<file path="src/rtl/rv32i_types.sv">
// Shared types for the rv32i front end: fetch FSM states and the instruction-queue entry.
package rv32i_types;

  localparam int IQ_XLEN = 32;
  localparam logic [3:0] IMEM_RMASK_WORD = 4'hF;

  typedef enum logic [1:0] {
    REQ     = 2'd0,
    WAIT    = 2'd1,
    HOLD    = 2'd2,
    DISCARD = 2'd3
  } fetch_state_t;

  typedef struct packed {
    logic [IQ_XLEN-1:0] data;
    logic [IQ_XLEN-1:0] pc;
  } iq_t;

endpackage

</file>
<file path="src/rtl/fetch_unit.sv">
// Fetch stage: keeps the fetch PC, issues single-outstanding imem reads, enqueues words into the IQ.
// Optional macro FETCH_PERF_EN adds saturating fetch/stall/discard counters as extra output ports.
//
// state   | meaning
// REQ     | issue a read at pc unless the queue is full or a flush arrives
// WAIT    | read outstanding at pc; enqueue or park the response
// HOLD    | response parked in the hold buffer, waiting for queue space
// DISCARD | stale read outstanding at stale_addr; its response is dropped
module fetch_unit
  import rv32i_types::*;
#(
  parameter logic [31:0] RESET_PC = 32'h6000_0000,
  parameter int          XLEN     = 32
) (
  input  logic            clk,
  input  logic            rst,
  output logic [XLEN-1:0] imem_addr,
  output logic [3:0]      imem_rmask,
  input  logic [XLEN-1:0] imem_rdata,
  input  logic            imem_resp,
  input  logic            iq_full,
  output logic            iq_enq,
  output logic [XLEN-1:0] iq_wdata,
  output logic [XLEN-1:0] iq_pc,
  input  logic            flush,
  input  logic [XLEN-1:0] flush_pc
`ifdef FETCH_PERF_EN
  ,
  output logic [31:0]     perf_fetch_cnt,
  output logic [31:0]     perf_stall_cnt,
  output logic [15:0]     perf_discard_cnt
`endif
);

  fetch_state_t    state, state_nxt;
  logic [XLEN-1:0] pc, pc_nxt;
  logic [XLEN-1:0] stale_addr;
  iq_t             hold_buf;
  logic            hold_ld;
  logic            stale_ld;

  always_ff @(posedge clk) begin
    if (rst) begin
      state      <= REQ;
      pc         <= RESET_PC;
      hold_buf   <= '0;
      stale_addr <= '0;
    end else begin
      state <= state_nxt;
      pc    <= pc_nxt;
      if (hold_ld) begin
        hold_buf.data <= imem_rdata;
        hold_buf.pc   <= pc;
      end
      if (stale_ld) stale_addr <= pc;
    end
  end

  always_comb begin
    state_nxt  = state;
    pc_nxt     = pc;
    imem_rmask = 4'h0;
    imem_addr  = pc;
    iq_enq     = 1'b0;
    iq_wdata   = '0;
    iq_pc      = '0;
    hold_ld    = 1'b0;
    stale_ld   = 1'b0;

    case (state)
      REQ: begin
        if (flush) begin
          pc_nxt = flush_pc;
        end else if (!iq_full) begin
          imem_rmask = IMEM_RMASK_WORD;
          state_nxt  = WAIT;
        end
      end
      WAIT: begin
        imem_rmask = IMEM_RMASK_WORD;
        if (flush) begin
          pc_nxt = flush_pc;
          if (imem_resp) begin
            state_nxt = REQ;
          end else begin
            stale_ld  = 1'b1;
            state_nxt = DISCARD;
          end
        end else if (imem_resp) begin
          if (!iq_full) begin
            iq_enq    = 1'b1;
            iq_wdata  = imem_rdata;
            iq_pc     = pc;
            pc_nxt    = pc + XLEN'(4);
            state_nxt = REQ;
          end else begin
            hold_ld   = 1'b1;
            state_nxt = HOLD;
          end
        end
      end
      HOLD: begin
        if (flush) begin
          pc_nxt    = flush_pc;
          state_nxt = REQ;
        end else if (!iq_full) begin
          iq_enq    = 1'b1;
          iq_wdata  = hold_buf.data;
          iq_pc     = hold_buf.pc;
          pc_nxt    = pc + XLEN'(4);
          state_nxt = REQ;
        end
      end
      DISCARD: begin
        imem_rmask = IMEM_RMASK_WORD;
        imem_addr  = stale_addr;
        if (flush) pc_nxt = flush_pc;
        if (imem_resp) state_nxt = REQ;
      end
      default: state_nxt = REQ;
    endcase

    // Outputs are quiet for the whole reset cycle, whatever state we reset out of.
    if (rst) begin
      imem_rmask = 4'h0;
      iq_enq     = 1'b0;
      iq_wdata   = '0;
      iq_pc      = '0;
    end
  end

`ifdef FETCH_PERF_EN
  logic stall_evt;
  logic drop_evt;

  assign stall_evt = !rst && ((state == HOLD) || (state == REQ && iq_full));
  assign drop_evt  = !rst && imem_resp &&
                     ((state == WAIT && flush) || (state == DISCARD));

  always_ff @(posedge clk) begin
    if (rst) begin
      perf_fetch_cnt   <= '0;
      perf_stall_cnt   <= '0;
      perf_discard_cnt <= '0;
    end else begin
      if (iq_enq && perf_fetch_cnt != '1) perf_fetch_cnt <= perf_fetch_cnt + 32'd1;
      if (stall_evt && perf_stall_cnt != '1) perf_stall_cnt <= perf_stall_cnt + 32'd1;
      if (drop_evt && perf_discard_cnt != '1) perf_discard_cnt <= perf_discard_cnt + 16'd1;
    end
  end
`endif

endmodule
</file>
<file path="config.mk">
export PLATFORM = sky130hd
export DESIGN_NAME = fetch_unit
export DESIGN_NICKNAME = d
export VERILOG_FILES = /design/src/rtl/rv32i_types.sv /design/src/rtl/fetch_unit.sv
export SDC_FILE = /design/constraint.sdc
export NUM_CORES = 1
export LEC_CHECK = 0
export ABC_AREA = 1
export BUFFER_PORTS_ARGS = -buffer_cell sky130_fd_sc_hd__buf_2
export CAP_MARGIN = 5
export CORE_UTILIZATION = 48
export DETAILED_ROUTE_END_ITERATION = 7
export PLACE_DENSITY_LB_ADDON = 0.12
export SLEW_MARGIN = 25
export SYNTH_ARGS = -nofsm -noshare
export SYNTH_HDL_FRONTEND = slang
export SYNTH_SLANG_ARGS = --single-unit
</file>
<file path="constraint.sdc">
create_clock -name clk -period 2.5 [get_ports clk]
set_clock_uncertainty 0.05 [all_clocks]
set_input_delay 0.25 -clock clk [delete_from_list [all_inputs] [get_ports clk]]
set_output_delay 0.25 -clock clk [all_outputs]
set_load 0.01 [all_outputs]
</file>
======== Word-level counts from Yosys, hierarchy flattened ========
Cells that the tools add are included.
storage, ports and cells
  bits in registers ....................... 130
  bits of input ports ..................... 69
  output and inout bits ................... 101
  word-level logic and storage cells ...... 68
cells by class
  add/subtract/negate cells ............... 1
  equal/unequal tests ..................... 9
  mux-type cells .......................... 48
  reduce and logical (&&, ||, !) cells .... 5
operators by type and width
  cell                     count
  $mux W32                 18
  $pmux W32 S2             2
  $pmux W32 S3             1
  $add A32 B3 Y32 const B  1
  $mux W2                  9
  $mux W1                  12
  $mux W4                  3
  $pmux W2 S4              1
  $pmux W4 S2              1
  $ne A2 B2 Y1 const B     3
  $ne A3 B3 Y1 const B     2
  $reduce_and A5 Y1        1
  $eq A2 B2 Y1 const B     2
  $reduce_or A2 Y1         2
  $eq A2 B1 Y1 const B     1
  $logic_not A2 Y1         1
  $ne A2 B1 Y1 const B     1
  $pmux W1 S2              1
  $reduce_and A2 Y1        1

======== Longest topological paths before layout ========
  word-level depth ........................ 5
  gate-level depth with buffers ........... 10
  mapped depth without buffers ............ 10

======== Least setup slack after synthesis ========
Ideal clock, no wire load.
  kind .................................... flip-flop to output port
  start ................................... register state[0]
  end ..................................... output iq_pc[10]
  data arrival time ....................... 1.549 ns
  data required time ...................... 2.200 ns
  slack ................................... 0.651 ns
  cell stages (with the launch flop) ...... 7
  path buffers ............................ 2
  path through ............................ dfxtp_1 > inv_1 > ha_1 > nand2_1 > clkbuf_1 > clkbuf_1 > a21oi_1
on the way
  word-level cells in the longest chain between the ends .. 3
  elaborated cells on any way between the ends .. 4
  those cells by class .................... eq/ne (2); mux (2)
RTL lines
  item                                                 line               source
  from (decl)                                          fetch_unit.sv:35   fetch_state_t state, state_nxt;
  from (signal assigned)                               fetch_unit.sv:49   state <= state_nxt;
  $eq A2 B2 Y1 / $eq A2 B1 Y1 (equally long branches)  fetch_unit.sv:70   case (state)
  $pmux W32 S2 *                                       fetch_unit.sv:70
  $mux W32 *                                           fetch_unit.sv:124  if (rst) begin
  to (decl)                                            fetch_unit.sv:24   output logic [XLEN-1:0] iq_pc,
Mark *: on every way between the ends. The rest lies on a longest branch, timed or not.

======== Final worst setup path ========
  start ................................... register state[0]
  end ..................................... output iq_pc[5]
The elaborated chain is that of the path after synthesis.

==> key figures <==
Layout
  – Footprint of the multi-input gates: 3980 um^2
  – Commonest cells after routing, fill and taps aside: buf_2, a21oi_1, nand3_1, nand2_1, o21ai_0
  – Layout cells sized above 1: 0.206
  – FF/Latch Area: 2600 um^2
  – # nets final: 1,333
  – Area Growth Syn to Fin: 21.1%
  – Most common cell after layout, fill and taps aside: buf_2
  – Fill cell count: 1,435

Timing
  – Final setup vio count: 0
  – Final setup margin: 0.132 ns
  – Setup tns final: 0 ns
  – RSZ-0062 raised after global routing: no
  – Final hold violations: 0
  – Least-Margin Pin Slew: 0.631 ns
  – Period Utilization, post-route: 0.947
  – Relative slew margins: 0.579
  – Maximum clock rate: 0.422 GHz
  – Final min period: 2.37 ns
  – Slew Viols, Final: 0
  – Fin Hold WS: 0.0143 ns

Clocking
  – CTS tree: yes
  – Longest Clk Path Bufs: 2
  – PostCTS Resize Cnt: 0
  – CTS Hold Bufs: 0
  – # Post-CTS Setup Buffers: 0
  – Reg clk slew, reported paths: 0.06 ns
  – Worst skew pair latency: 0.43 ns
  – Num CTS Buffers: 17
  – Root Buffer: clkbuf_16
  – Sink Count: 130
  – CTS H-tree depth: 4

Global routing
  – Total grt overflow: 0
  – Vias in the first global route: 7,024
  – Initial antenna violation count: 1
  – Largest net degree at the start of global routing: 113
  – First-pass GRT wire length: 34,800 um
  – Gr usage total: 0.274

Power and ir drop
  – Max VDD drop: 0.000522 V
  – PwrDens: 878 nW/um^2
  – Lkg Pwr: 3.69 nW
  – Final Power: 7.81 mW

Synthesis
  – #FFs+latches synth: 130
  – Post-Syn Area: 7340 um^2
  – Synth top area share: 0.354
  – Post-synthesis sequential area ratio: 0.354
  – Post-synthesis area per instance: 6.46 um^2
  – Yosys warns: 0
  – Syn Nets: 1,213
  – Yosys cell types: 33
  – Mapped Cells: 1,137
  – Synth area leaders: dfxtp_1, a21oi_1, nand3_1
  – Yosys top cell by area: dfxtp_1

Floorplan
  – # IOs: 170
  – Chip Height: 126 um
  – Initial core utilization: 0.498
  – Die footprint: 15,800 um^2
  – Die width: 126 um
  – Core area: 14,800 um^2
  – Std-Cell Rows: 44

Run status
  – Failing checks: design-rule violations
  – Outcome: complete, but fails checks

Critical path
  – Crit. Startpoint: state[0]
  – Internal reg-to-reg setup slack: 0.38 ns
  – Worst endpoint data arrival time: 2.07 ns
  – Setup CP Type: reg2out
  – Crit. End Element: primary output
  – Crit Path Max Fanout: 26
  – Data required time of the worst path: 2.20 ns
  – R2r startpoint: state[0]
  – Crit start category: flip-flop

Placed design
  – Routability Congestion: 0.862
  – Pre-CTS WS: 0.465 ns
  – Final HPWL DP: 14,500 um
  – PortBufs: 169

Route
  – Starting DRC count in detailed routing: 592
  – Drt total wl: 21,600 um
  – Iteration count of the initial detailed-routing pass: 8
  – Drt wl/cell: 14.9 um
  – Detail Route Antenna Nets: 0
  – Drc violations: 11
  – Via count: 7,930
  – Vias per inst: 5.45

Min path
  – Worst min-delay path class: in2reg
  – Hold Crit Start: imem_rdata[24]

Run
  – Max_cap viols: 0
[Yosys cell counts]
library cell,instances
buf_2,27
nand2_1,159
inv_2,9
nor2_8,2
o211ai_1,1
a221oi_1,1
a21oi_2,1
buf_6,1
clkbuf_1,52
buf_4,10
a21oi_1,167
inv_1,90
o31ai_1,1
and2_1,1
a211oi_1,4
nand4_1,7
o22ai_1,5
nor2_2,5
o21ai_1,4
o211ai_2,1
nor3_2,2
nor2_4,4
buf_1,1
a31oi_1,2
nand3_1,161
nand2_2,4
ha_1,7
nand2_4,4
dfxtp_1,130
o21ai_0,152
nor3_1,2
nor2_1,119
xor2_1,1
[cell families after synthesis]
family / after synthesis / synth area share
adders and majority gates: 7 / 0.0119
and+or+nand+nor: 470 / 0.288
buffers and inverters: 190 / 0.108
AOI/OAI and AO/OA: 339 / 0.236
DFF: 130 / 0.354
xor gates and xnor gates: 1 / 0.00119
[sequential cells by signal, indices dropped and copies added (netlist names)]
register and flops:
state 2, hold_buf 64, pc 32, stale_addr 32
[worst max-delay path: stages, from the launching register on]
cell and delay (ns):
dfxtp_1 0.41, inv_1 0.14, ha_2 0.40, nand2_2 0.08, buf_4 0.23, a21oi_1 0.21, buf_2 0.17
[final timing paths]
path              endpoint  cells past startpoint
max reg2reg         pc[17]                      9
min reg2reg  stale_addr[1]                      2
min           hold_buf[56]                      3
max               iq_pc[5]                      6
[area by class of cell]
cell class	instances	area share
multi-input combinational	817	0.448
inverter	99	0.0422
antenna	1	0.000281
clock buffer	22	0.0533
clock inverter	10	0.0121
timing repair buffer	192	0.126
sequential	130	0.293
tap	184	0.0259
[power by group]
part	total, mW	internal [mW]	switching (mW)
logic	2.64	0.856	1.78
registers	2.72	2.38	0.338
clock network	2.45	1.53	0.917
[stage by stage]
step                      instances  cell area [um^2]  utilization
after floorplan                1137              7340            -
after global placement         1421              8260        0.560
after detailed placement       1421              8260        0.560
after CTS                      1453              8840        0.599
after global routing           1455              8890        0.603
final                          1455              8890        0.603
[per-layer routing]
metal	up-vias	share of wire	global-route usage
li1	4038	-	-
met1	3643	0.48	0.377
met2	224	0.45	0.431
met5	-	0	0
met3	25	0.053	0.0535
met4	0	0.016	0.0882
No activity file was read; power rests on OpenSTA's default activity.
